$ cat src/rtl/reg_demux4_stream_pkg.sv
// Shared channel codes, counter width and the saturating-increment helper
// for the four-way registered stream demultiplexer.
package reg_demux4_stream_pkg;

  typedef enum logic [1:0] {
    CH_A = 2'd0,
    CH_B = 2'd1,
    CH_C = 2'd2,
    CH_D = 2'd3
  } chan_e;

  localparam int COUNT_WIDTH = 8;
  localparam logic [COUNT_WIDTH-1:0] COUNT_MAX = 8'd255;

  function automatic logic [COUNT_WIDTH-1:0] satInc(input logic [COUNT_WIDTH-1:0] value);
    return (value == COUNT_MAX) ? value : value + 8'd1;
  endfunction

endpackage

$ cat src/rtl/reg_demux4_stream_if.sv
// Handshake and data bundle of the four-way demultiplexer: one upstream
// valid/ready port and four downstream valid/ready channels with counters.
interface reg_demux4_stream_if
  import reg_demux4_stream_pkg::*;
#(
  parameter int INPUT_BIT_WIDTH = 8,
  parameter int BUS_WIDTH       = 2
);

  logic [INPUT_BIT_WIDTH-1:0] Input;
  logic [BUS_WIDTH-1:0]       Select;
  logic                       InputValid;
  logic                       InputReady;

  logic [INPUT_BIT_WIDTH-1:0] OutputA, OutputB, OutputC, OutputD;
  logic                       ValidA, ValidB, ValidC, ValidD;
  logic                       ReadyA, ReadyB, ReadyC, ReadyD;
  logic [COUNT_WIDTH-1:0]     CountA, CountB, CountC, CountD;

  modport master (
    output Input, Select, InputValid, ReadyA, ReadyB, ReadyC, ReadyD,
    input  InputReady, OutputA, OutputB, OutputC, OutputD,
    input  ValidA, ValidB, ValidC, ValidD, CountA, CountB, CountC, CountD
  );

  modport slave (
    input  Input, Select, InputValid, ReadyA, ReadyB, ReadyC, ReadyD,
    output InputReady, OutputA, OutputB, OutputC, OutputD,
    output ValidA, ValidB, ValidC, ValidD, CountA, CountB, CountC, CountD
  );

endinterface

$ cat src/rtl/reg_demux_slot.sv
// One channel slot: a single-word data register with a full flag and a
// saturating count of words handed downstream.
module reg_demux_slot
  import reg_demux4_stream_pkg::*;
#(
  parameter int WIDTH = 8
) (
  input  logic                   Clk,
  input  logic                   ResetN,
  input  logic                   load,
  input  logic [WIDTH-1:0]       dataIn,
  input  logic                   ready,
  output logic [WIDTH-1:0]       dataOut,
  output logic                   valid,
  output logic [COUNT_WIDTH-1:0] count
);

  logic [WIDTH-1:0]       data_r;
  logic                   valid_r;
  logic [COUNT_WIDTH-1:0] count_r;
  logic                   deliver_s;

  assign deliver_s = valid_r && ready;

  // Load has priority over drain so a same-cycle deliver+accept stays full.
  always_ff @(posedge Clk or negedge ResetN) begin
    if (!ResetN) begin
      data_r  <= '0;
      valid_r <= 1'b0;
      count_r <= '0;
    end else begin
      if (load) begin
        data_r  <= dataIn;
        valid_r <= 1'b1;
      end else if (deliver_s) begin
        data_r  <= data_r;
        valid_r <= 1'b0;
      end else begin
        data_r  <= data_r;
        valid_r <= valid_r;
      end

      if (deliver_s) begin
        count_r <= satInc(count_r);
      end else begin
        count_r <= count_r;
      end
    end
  end

  assign dataOut = data_r;
  assign valid   = valid_r;
  assign count   = count_r;

endmodule

$ cat src/rtl/reg_demux4_stream.sv
// Four-way registered stream demultiplexer: routes each accepted word into
// the slot named by Select, with per-slot back-pressure.
module reg_demux4_stream
  import reg_demux4_stream_pkg::*;
#(
  parameter int INPUT_BIT_WIDTH = 8,
  parameter int BUS_WIDTH       = 2
) (
  input logic               Clk,
  input logic               ResetN,
  reg_demux4_stream_if.slave bus
);

  chan_e      sel_s;
  logic [3:0] validVec_s;
  logic [3:0] readyVec_s;
  logic [3:0] loadVec_s;
  logic       inputReady_s;

  assign sel_s      = chan_e'(bus.Select[1:0]);
  assign validVec_s = {bus.ValidD, bus.ValidC, bus.ValidB, bus.ValidA};
  assign readyVec_s = {bus.ReadyD, bus.ReadyC, bus.ReadyB, bus.ReadyA};

  // Ready looks only at the addressed slot; InputValid just gates the load.
  always_comb begin
    inputReady_s = 1'b0;
    loadVec_s    = 4'b0000;
    case (sel_s)
      CH_A:    inputReady_s = !validVec_s[0] || readyVec_s[0];
      CH_B:    inputReady_s = !validVec_s[1] || readyVec_s[1];
      CH_C:    inputReady_s = !validVec_s[2] || readyVec_s[2];
      CH_D:    inputReady_s = !validVec_s[3] || readyVec_s[3];
      default: inputReady_s = 1'b0;
    endcase
    if (bus.InputValid && inputReady_s) begin
      loadVec_s = 4'b0001 << sel_s;
    end else begin
      loadVec_s = 4'b0000;
    end
  end

  assign bus.InputReady = inputReady_s;

  reg_demux_slot #(.WIDTH(INPUT_BIT_WIDTH)) slotA (
    .Clk(Clk), .ResetN(ResetN), .load(loadVec_s[0]), .dataIn(bus.Input),
    .ready(bus.ReadyA), .dataOut(bus.OutputA), .valid(bus.ValidA), .count(bus.CountA)
  );

  reg_demux_slot #(.WIDTH(INPUT_BIT_WIDTH)) slotB (
    .Clk(Clk), .ResetN(ResetN), .load(loadVec_s[1]), .dataIn(bus.Input),
    .ready(bus.ReadyB), .dataOut(bus.OutputB), .valid(bus.ValidB), .count(bus.CountB)
  );

  reg_demux_slot #(.WIDTH(INPUT_BIT_WIDTH)) slotC (
    .Clk(Clk), .ResetN(ResetN), .load(loadVec_s[2]), .dataIn(bus.Input),
    .ready(bus.ReadyC), .dataOut(bus.OutputC), .valid(bus.ValidC), .count(bus.CountC)
  );

  reg_demux_slot #(.WIDTH(INPUT_BIT_WIDTH)) slotD (
    .Clk(Clk), .ResetN(ResetN), .load(loadVec_s[3]), .dataIn(bus.Input),
    .ready(bus.ReadyD), .dataOut(bus.OutputD), .valid(bus.ValidD), .count(bus.CountD)
  );

endmodule

$ cat src/flat_wrapper.sv
// flat-port wrapper written by rule: the top's interface ports become plain ports
module reg_demux4_stream_flat import reg_demux4_stream_pkg::*;
#(
  parameter int INPUT_BIT_WIDTH = 8,
  parameter int BUS_WIDTH       = 2
)
  (Clk, ResetN, bus_Input, bus_Select, bus_InputValid, bus_ReadyA, bus_ReadyB, bus_ReadyC, bus_ReadyD, bus_InputReady, bus_OutputA, bus_OutputB, bus_OutputC, bus_OutputD, bus_ValidA, bus_ValidB, bus_ValidC, bus_ValidD, bus_CountA, bus_CountB, bus_CountC, bus_CountD);
  reg_demux4_stream_if #(.INPUT_BIT_WIDTH(INPUT_BIT_WIDTH), .BUS_WIDTH(BUS_WIDTH)) bus_i ();
  input logic Clk;
  input logic ResetN;
  input wire logic [$bits(bus_i.Input)-1:0] bus_Input;
  input wire logic [$bits(bus_i.Select)-1:0] bus_Select;
  input wire logic [$bits(bus_i.InputValid)-1:0] bus_InputValid;
  input wire logic [$bits(bus_i.ReadyA)-1:0] bus_ReadyA;
  input wire logic [$bits(bus_i.ReadyB)-1:0] bus_ReadyB;
  input wire logic [$bits(bus_i.ReadyC)-1:0] bus_ReadyC;
  input wire logic [$bits(bus_i.ReadyD)-1:0] bus_ReadyD;
  output wire logic [$bits(bus_i.InputReady)-1:0] bus_InputReady;
  output wire logic [$bits(bus_i.OutputA)-1:0] bus_OutputA;
  output wire logic [$bits(bus_i.OutputB)-1:0] bus_OutputB;
  output wire logic [$bits(bus_i.OutputC)-1:0] bus_OutputC;
  output wire logic [$bits(bus_i.OutputD)-1:0] bus_OutputD;
  output wire logic [$bits(bus_i.ValidA)-1:0] bus_ValidA;
  output wire logic [$bits(bus_i.ValidB)-1:0] bus_ValidB;
  output wire logic [$bits(bus_i.ValidC)-1:0] bus_ValidC;
  output wire logic [$bits(bus_i.ValidD)-1:0] bus_ValidD;
  output wire logic [$bits(bus_i.CountA)-1:0] bus_CountA;
  output wire logic [$bits(bus_i.CountB)-1:0] bus_CountB;
  output wire logic [$bits(bus_i.CountC)-1:0] bus_CountC;
  output wire logic [$bits(bus_i.CountD)-1:0] bus_CountD;
  assign bus_i.Input = bus_Input;
  assign bus_i.Select = bus_Select;
  assign bus_i.InputValid = bus_InputValid;
  assign bus_i.ReadyA = bus_ReadyA;
  assign bus_i.ReadyB = bus_ReadyB;
  assign bus_i.ReadyC = bus_ReadyC;
  assign bus_i.ReadyD = bus_ReadyD;
  assign bus_InputReady = bus_i.InputReady;
  assign bus_OutputA = bus_i.OutputA;
  assign bus_OutputB = bus_i.OutputB;
  assign bus_OutputC = bus_i.OutputC;
  assign bus_OutputD = bus_i.OutputD;
  assign bus_ValidA = bus_i.ValidA;
  assign bus_ValidB = bus_i.ValidB;
  assign bus_ValidC = bus_i.ValidC;
  assign bus_ValidD = bus_i.ValidD;
  assign bus_CountA = bus_i.CountA;
  assign bus_CountB = bus_i.CountB;
  assign bus_CountC = bus_i.CountC;
  assign bus_CountD = bus_i.CountD;
  reg_demux4_stream #(.INPUT_BIT_WIDTH(INPUT_BIT_WIDTH), .BUS_WIDTH(BUS_WIDTH)) u_core (.Clk(Clk), .ResetN(ResetN), .bus(bus_i));
endmodule
$ cat config.mk
export PLATFORM = sky130hd
export DESIGN_NAME = reg_demux4_stream_flat
export DESIGN_NICKNAME = d
export VERILOG_FILES = /design/src/rtl/reg_demux4_stream_pkg.sv /design/src/rtl/reg_demux4_stream_if.sv /design/src/rtl/reg_demux_slot.sv /design/src/rtl/reg_demux4_stream.sv /design/src/flat_wrapper.sv
export SDC_FILE = /design/constraint.sdc
export NUM_CORES = 1
export LEC_CHECK = 0
export BUFFER_PORTS_ARGS = -buffer_cell sky130_fd_sc_hd__buf_2
export CORE_ASPECT_RATIO = 0.9
export CORE_MARGIN = 1
export CORE_UTILIZATION = 50
export DETAILED_ROUTE_END_ITERATION = 16
export GPL_TIMING_DRIVEN = 0
export PLACE_DENSITY = 0.86
export SYNTH_ARGS = -nofsm -noshare
export SYNTH_HDL_FRONTEND = slang
export SYNTH_SLANG_ARGS = --single-unit
$ cat constraint.sdc
create_clock -name Clk -period 1.8 [get_ports Clk]
set_clock_uncertainty 0.15 [all_clocks]
set_input_delay 0.27 -clock Clk [delete_from_list [all_inputs] [get_ports Clk]]
set_output_delay 0.27 -clock Clk [all_outputs]
set_load 0.05 [all_outputs]
==> results.tsv, run 1 <==
stage	metric	value	unit
yosys	syn_nets	258	
critical_path	path_cells	nand2b_4 > mux4_2 > buf_8	
floorplan	die-width	83.3	µm
critical_path	critical_path.top_delay_family	multiplexers	
grt	grt_pass1_vias	2093	
grt	first_pass_grt_wire_length	9440	µm
cells_and_area	utilization	0.676	
yosys	ys_top_cells_by_count	68 x dfrtp_1, 39 x mux2_2, 21 x nand2_1, 16 x nand3_1, 14 x nor2_1	
cells_and_area	num-nets-final	361	
worst_hold_path	min_path_cells	2	
timing	period_needed	1.87	ns
placed_design	gp_congestion	0.820	
pwr	power.clock.fraction	0.234	
yosys	post_synth_inst_count	237	
pwr	power.static_leakage	1.82	nW
yosys	ys_async_sr_fraction	1.00	
pwr	pwr_cell_area	1520	nW/µm²
drt	ant_nets	0	
yosys	synth-seq-area-share	0.572	
cts	cts_htree_levels	3	
yosys	commonest_register_cell_after_synthesis	dfrtp_1	
cts	cts_root_buf	clkbuf_8	
floorplan	height_of_the_chip	75.2	µm
worst_hold_path	worst_hold_path_type	in2reg	
placed_design	detailed_place_hpwl	4260	µm
timing	whs	0.0440	ns
cts	clock_latency	0.33	ns
status	status	finished, violations left	
cells_and_area	antenna_diode_count	0	
pwr	intPower	3.29	mW
timing	maxSlewViolCount	0	
critical_path	cp.depth	3	
status	violated_checks	setup timing	
critical_path	worst_path_largest_cell_delay	0.50	ns
timing	fmax	0.535	GHz
critical_path	path_buf_inv	1	
drt	count_of_unresolved_drc_violations_after_routing	0	
drt	dr.first_iter.drc_count	92	
run	cap_viol_max_count	0	
yosys	ys_ff_latch	68	
grt	grt_start_max_net_pins	69	
critical_path	critPathKind	reg2out	
grt	globalRoute.totalOverflow	0	
yosys	synth.cell_area	2970	µm²
timing	setup-violations-final	1	
cells_and_area	post_layout_nonfiller_instances	415	
floorplan	core_area	5690	µm²
pwr	peakVddDrop	1.19	mV
critical_path	worst-endpoint-required	1.38	ns
cts	worst_path_clk_slew	0.08	ns
timing	finalCritPeriodShare	1.04	
drt	route.detailed.vias_per_inst	5.32	
cts	cts_sinks	68	
pwr	p_switching	2.57	mW
pwr	seq_power_share	0.383	
floorplan	rows	26	
pwr	p_comb_frac	0.383	
timing	final_hold_viol_count	0	
yosys	synth_enable_flop_cells	0	
drt	routed_wl	5880	µm
yosys	yosys-top-cells-area	dfrtp_1 57%, mux2_2 15%, nand3_1 2.7%	
critical_path	timing.critical_path.slowest_stage_cell	mux4_2	
yosys	share_of_yosys_cell_area_claimed_by_the_top_area_cell_type	0.572	
floorplan	ioPinCount	86	
pwr	share_of_total_power_consumed_by_net_switching	0.438	
critical_path	type_of_destination_of_the_critical_path	output port	
timing	setup_total_negative_slack	-0.0680	ns
critical_path	worstSetupStartpointType	register	
cells_and_area	drive_above_1_share	0.516	
drt	detail_route.wl_per_cell	14.2	µm
grt	initial_antenna_violation_count	0	
yosys	ys_types	31	
yosys	synth_area_leader_cell	dfrtp_1	
timing	worst_slew_pin_slew	0.838	ns
cts	cts_buffers	9	
timing	final.setup.worst_slack	-0.0680	ns
critical_path	crit_arrival	1.45	ns
timing	grt_setup_unrepaired	true	
yosys	synthMostInstantiatedCell	dfrtp_1	
drt	via_count	2206	
critical_path	number_of_cells_on_the_worst_reg_to_reg_path	6	
cells_and_area	area.growth.synth_to_final	29.3	%
yosys	count_of_synthesis_stage_warnings_from_yosys	0	
placed_design	placedCellCount	392	
placed_design	place.port_buffers	85	
drt	dr.pass1.iters	4	
floorplan	die-area	6260	µm²
cts	cts-root-to-sink-buffers	2	
critical_path	crit_fanout	3	
yosys	postSynthAreaPerCell	12.5	µm²
timing	max_slew_margin	0.441	
cts	cts_tree	yes	
cells_and_area	n_fill_cell	418	
floorplan	start_util	0.522	
grt	groute.usage.overall	0.196	
## registers in the layout, indices dropped and copies added, names as in the netlist
| register | cells |
|---|---|
| u_core.slotB.count | 8 |
| u_core.slotA.count | 8 |
| u_core.slotB.dataOut | 8 |
| u_core.slotA.valid | 1 |
| u_core.slotA.dataOut | 8 |
| u_core.slotD.dataOut | 8 |
| u_core.slotD.count | 8 |
| u_core.slotD.valid | 1 |
| u_core.slotC.dataOut | 8 |
| u_core.slotB.valid | 1 |
| u_core.slotC.count | 8 |
| u_core.slotC.valid | 1 |
## metrics by stage
step	setup slack, ns	power [mW]	area [µm²]
6_report	-0.0680	5.85	3850
5_1_grt	-0.123	6.14	3850
4_1_cts	-0.0948	5.91	3810
3_5_place_dp	0.0811	4.51	3530
3_3_place_gp	-0.109	4.43	3520
2_1_floorplan	-0.0496	3.92	3010
## cell families after synthesis
logic type	Yosys count	synth area share
and+or+nand+nor	87	0.154
DFF	68	0.572
muxes	50	0.192
AOI/OAI and AO/OA	16	0.0324
xor gates and xnor gates	9	0.0265
adders and majority gates	4	0.0168
buffers and inverters	3	0.00631
## layer usage
layer / vias to the layer above / GRT usage / wire [µm]
li1: 1056 / - / -
met1: 1072 / 0.224 / 2520
met2: 68 / 0.332 / 2830
met3: 10 / 0.0855 / 452
met4: 0 / 0.0747 / 87
met5: - / 0 / 0
## layout make-up
cell class	count	area (µm²)	area share
plain buffers	2	15.0	0.00390
clock buffers	9	124	0.0322
clock inverters	7	98.8	0.0257
inverters	1	3.75	0.000976
multi-input cells	166	1300	0.338
flip-flops and latches	68	1720	0.448
well taps	70	87.6	0.0228
repair buffers	92	493	0.128
## layout by cell type, fill, tap and decap left out, drive strengths merged
master and count:
a21oi 6, a31oi 1, a41oi 1, and2 2
and3 4, and4 2, buf 93, bufinv 2
clkbuf 9, clkinv 3, clkinvlp 1, dfrtp 68
dlygate4sd3 1, ha 4, inv 2, mux2 46
mux2i 3, mux4 1, nand2 21, nand2b 7
nand3 18, nand3b 1, nand4 9, nor2 15
nor2b 5, nor3 1, o21a 3, o21ai 5
or2 2, xnor2 6, xor2 3
## worst reg2reg max path, delay by kind of cell, from the launching register on
kind / cells / cell delay, ns
buffers and inverters: 2 / 0.21
DFF: 1 / 0.39
muxes: 1 / 0.34
and+or+nand+nor: 3 / 0.53
## power groups by stage
| stage | Sequential (mW) | Combinational, mW | Clock (mW) |
|---|---|---|---|
| after floorplan | 3.47 | 0.455 | 0 |
| after CTS | 2.24 | 2.26 | 1.40 |
| after global placement | 2.24 | 2.19 | 0 |
| after global routing | 2.30 | 2.37 | 1.46 |
| after detailed placement | 2.28 | 2.23 | 0 |
| final | 2.24 | 2.24 | 1.37 |
## path summary, 6_finish.rpt
path,startpoint,end,slack [ns]
min in group asynchronous,ResetN,u_core.slotB.count[6],0.43
worst max-delay path,u_core.slotD.valid,bus_InputReady,-0.07
worst min register to register,u_core.slotD.dataOut[5],u_core.slotD.dataOut[5],0.34
worst max register to register,u_core.slotD.valid,u_core.slotD.count[7],0.07
worst min-delay path,bus_Input[5],u_core.slotD.dataOut[5],0.04
max in group asynchronous,ResetN,u_core.slotA.count[1],0.47
## repair_timing
action                                  in CTS  in global routing
pin swaps                                    0                  0
hold buffers                                 1                  0
resized for setup                            5                  3
gates cloned                                 0                  0
setup buffers                                4                  2
endpoints found under the setup margin       1                  2
endpoints found under the hold margin       68                  0
Power figures use the tool's default switching activity.
==> inputs of run 2 (changes only) <==
--- a/config.mk
+++ b/config.mk
@@ -5,6 +5,7 @@
 export SDC_FILE = /design/constraint.sdc
 export NUM_CORES = 1
 export LEC_CHECK = 0
+export ABC_AREA = 1
 export BUFFER_PORTS_ARGS = -buffer_cell sky130_fd_sc_hd__buf_2
 export CORE_ASPECT_RATIO = 0.9
 export CORE_MARGIN = 1
==> run 2 against run 1 <==
  * The run now ends clean
  * Cell count increased by 31%
  * Setup slack gained 0.14 ns
  * Sequential share of layout area down 2.8 points
  * Maximum frequency grew 8.0%
  * Design area is 5.9% higher
  * Die area is 7.4% higher
  * Power increased by 5.4%
==> results.tsv, run 2 <==
stage	metric	value	unit	change
status	status	finished clean		was finished, violations left
timing	worst_slew_pin_slew	0.851	ns	was 0.838 ns
yosys	ys_async_sr_fraction	1.00		unchanged
timing	finalCritPeriodShare	0.961		was 1.04
cells_and_area	total_area_of_multi_input_combinational_cells	1370	µm²	was 1300 µm²
cts	worst_path_clk_slew	0.07	ns	was 0.08 ns
cts	cts_sinks	68		unchanged
critical_path	worst-endpoint-required	1.38	ns	about the same
critical_path	r2r_setup_slack	0.14	ns	was 0.07 ns
drt	dr.pass1.iters	4		unchanged
grt	grt_start_max_net_pins	69		unchanged
yosys	ys_ff_latch	68		unchanged
yosys	synth-seq-area-share	0.532		was 0.572
placed_design	placedCellCount	523		was 392
pwr	peakVddDrop	1.03	mV	was 1.19 mV
floorplan	rows	27		was 26
drt	ant_nets	0		unchanged
yosys	postSynthAreaPerCell	9.09	µm²	was 12.5 µm²
timing	fmax	0.578	GHz	was 0.535 GHz
yosys	ys_top_cells_by_count	142 x nand2_1, 68 x dfrtp_1, 26 x inv_1, 26 x nand4_1, 13 x xnor2_1		was 68 x dfrtp_1, 39 x mux2_2, 21 x nand2_1, 16 x nand3_1, 14 x nor2_1
grt	first_pass_grt_wire_length	11900	µm	was 9440 µm
floorplan	die-width	86.3	µm	was 83.3 µm
yosys	synthMostInstantiatedCell	nand2_1		was dfrtp_1
drt	dr.first_iter.drc_count	139		was 92
timing	final_hold_viol_count	0		unchanged
placed_design	place.port_buffers	84		was 85
timing	setup-violations-final	0		was 1
placed_design	gp_congestion	0.856		was 0.820
grt	groute.usage.overall	0.230		was 0.196
pwr	total_power	6.17	mW	was 5.85 mW
critical_path	crit_arrival	1.31	ns	was 1.45 ns
yosys	synth.cell_area	3200	µm²	was 2970 µm²
cells_and_area	area.growth.synth_to_final	27.2	%	was 29.3%
timing	final.setup.worst_slack	0.0698	ns	was -0.0680 ns
timing	setup_total_negative_slack	0	ns	was -0.0680 ns
drt	routed_wl	7100	µm	was 5880 µm
timing	max_slew_margin	0.433		was 0.441
yosys	yosys-top-cells-area	dfrtp_1 53%, nand2_1 17%, nand4_1 5.1%		was dfrtp_1 57%, mux2_2 15%, nand3_1 2.7%
critical_path	worstSetupStartpointType	register		unchanged
cells_and_area	num-nets-final	473		was 361
yosys	syn_nets	373		was 258
critical_path	crit_fanout	10		was 3
timing	period_needed	1.73	ns	was 1.87 ns
floorplan	core_area	6150	µm²	was 5690 µm²
yosys	synth_enable_flop_cells	0		unchanged
drt	count_of_unresolved_drc_violations_after_routing	0		unchanged
cells_and_area	layout.cells.most_common_list	136 x nand2_1, 84 x buf_2, 62 x dfrtp_1		was 83 x buf_2, 51 x dfrtp_1, 39 x mux2_2
grt	initial_antenna_violation_count	0		unchanged
yosys	commonest_register_cell_after_synthesis	dfrtp_1		unchanged
floorplan	die-area	6730	µm²	was 6260 µm²
drt	via_count	2734		was 2206
grt	globalRoute.totalOverflow	0		unchanged
critical_path	critPathKind	reg2out		unchanged
critical_path	type_of_destination_of_the_critical_path	output port		unchanged
cells_and_area	post_layout_nonfiller_instances	544		was 415
floorplan	height_of_the_chip	77.9	µm	was 75.2 µm
drt	route.detailed.vias_per_inst	5.03		was 5.32
placed_design	detailed_place_hpwl	5040	µm	was 4260 µm
placed_design	placement.setup.worst_slack	-0.0882	ns	was 0.0811 ns
run	cap_viol_max_count	0		unchanged
yosys	post_synth_inst_count	352		was 237
yosys	synth_area_leader_cell	dfrtp_1		unchanged
pwr	pwr_cell_area	1510	nW/µm²	was 1520 nW/µm²
yosys	count_of_synthesis_stage_warnings_from_yosys	0		unchanged
cells_and_area	layout_commonest_cell	nand2_1		was buf_2
cts	cts_htree_levels	3		unchanged
cells_and_area	antenna_diode_count	0		unchanged
grt	grt_pass1_vias	2604		was 2093
cells_and_area	drive_above_1_share	0.313		was 0.516
cts	clock_latency	0.34	ns	was 0.33 ns
drt	detail_route.wl_per_cell	13.1	µm	was 14.2 µm
yosys	share_of_yosys_cell_area_claimed_by_the_top_area_cell_type	0.532		was 0.572
cts	cts_tree	yes		unchanged
worst_hold_path	worst_hold_path_type	in2reg		unchanged
timing	maxSlewViolCount	0		unchanged
cts	cts-root-to-sink-buffers	2		unchanged
cts	cts_root_buf	clkbuf_8		unchanged
floorplan	start_util	0.521		was 0.522
yosys	ys_types	23		was 31
pwr	power.static_leakage	2.19	nW	was 1.82 nW
cells_and_area	utilization	0.662		was 0.676
cells_and_area	seq_area	1710	µm²	was 1720 µm²
floorplan	ioPinCount	86		unchanged
cts	cts_buffers	9		unchanged
cells_and_area	n_fill_cell	520		was 418
-- run 2: changes by cell type in the layout (fill, tap and decap cells not counted), moves of 7 or more --
cell,previous run,this run
nand2_1,21,136
mux2_2,39,8
inv_1,1,26
nand4_1,9,26
dfrtp_1,51,62
dfrtp_2,17,6
nand2_2,0,9
xor2_1,3,11
mux2_1,7,0
xnor2_1,6,13
-- run 2: metrics by stage --
step / hold WS, ns / cell area [µm²]
after floorplan: -0.176 / 3210
after global placement: 0.302 / 3740
after detailed placement: 0.287 / 3740
after CTS: 0.0611 / 4030
after global routing: 0.0663 / 4070
final: 0.0788 / 4070
-- run 2: what timing repair did --
item                                    CTS  global route
buffers inserted                          1             3
endpoints found under the setup margin    2            11
hold buffers                              1             0
resized for setup                         5             5
pin swaps                                 1             0
hold endpoints to repair                 68             0
-- run 2: final timing paths --
kind / depth (start not counted) / endpoint / start
min reg2reg: 2 / u_core.slotB.dataOut[2] / u_core.slotB.dataOut[2]
min: 4 / u_core.slotC.valid / bus_ReadyC
min in group asynchronous: 2 / u_core.slotC.dataOut[4] / ResetN
max reg2reg: 7 / u_core.slotD.count[2] / u_core.slotD.count[0]
max: 5 / bus_InputReady / u_core.slotD.valid
max in group asynchronous: 2 / u_core.slotB.count[1] / ResetN
-- run 2: where the power goes --
group / internal, mW / total [mW] / switching (mW)
sequential: 1.88 / 2.19 / 0.305
clock: 1.00 / 1.58 / 0.575
combinational: 0.574 / 2.40 / 1.83
total: 3.46 / 6.17 / 2.71
-- run 2: layer usage --
metal  track usage  share of wire  up-vias
met2         0.379           0.48       82
met4        0.0667          0.012        0
met1         0.289           0.45     1302
met5             0              0        -
li1              -              -     1338
met3        0.0723          0.060       12
-- run 2: worst max-delay path, stage by stage (launching register included) --
cell	delay (ns)
dfrtp_1	0.39
nand2_2	0.10
nand2_2	0.08
nand4_4	0.12
buf_8	0.13
buf_6	0.15
-- run 2: cell type report --
| class | instances | share of cell area |
|---|---|---|
| multi-input cells | 251 | 0.337 |
| plain buffers | 5 | 0.0117 |
| flip-flops and latches | 68 | 0.420 |
| well taps | 87 | 0.0267 |
| repair buffers | 89 | 0.115 |
| clock inverters | 5 | 0.0261 |
| inverters | 28 | 0.0258 |
| clock buffers | 11 | 0.0372 |
-- run 2: cell families (layout without fill, tap and decap cells) --
family,Yosys count,count (layout),share of synthesized area
muxes,8,8,0.0281
and+or+nand+nor,207,207,0.296
buffers and inverters,33,138,0.0477
AOI/OAI and AO/OA,8,8,0.0149
DFF,68,68,0.532
xor gates and xnor gates,24,24,0.0657
adders and majority gates,4,4,0.0156
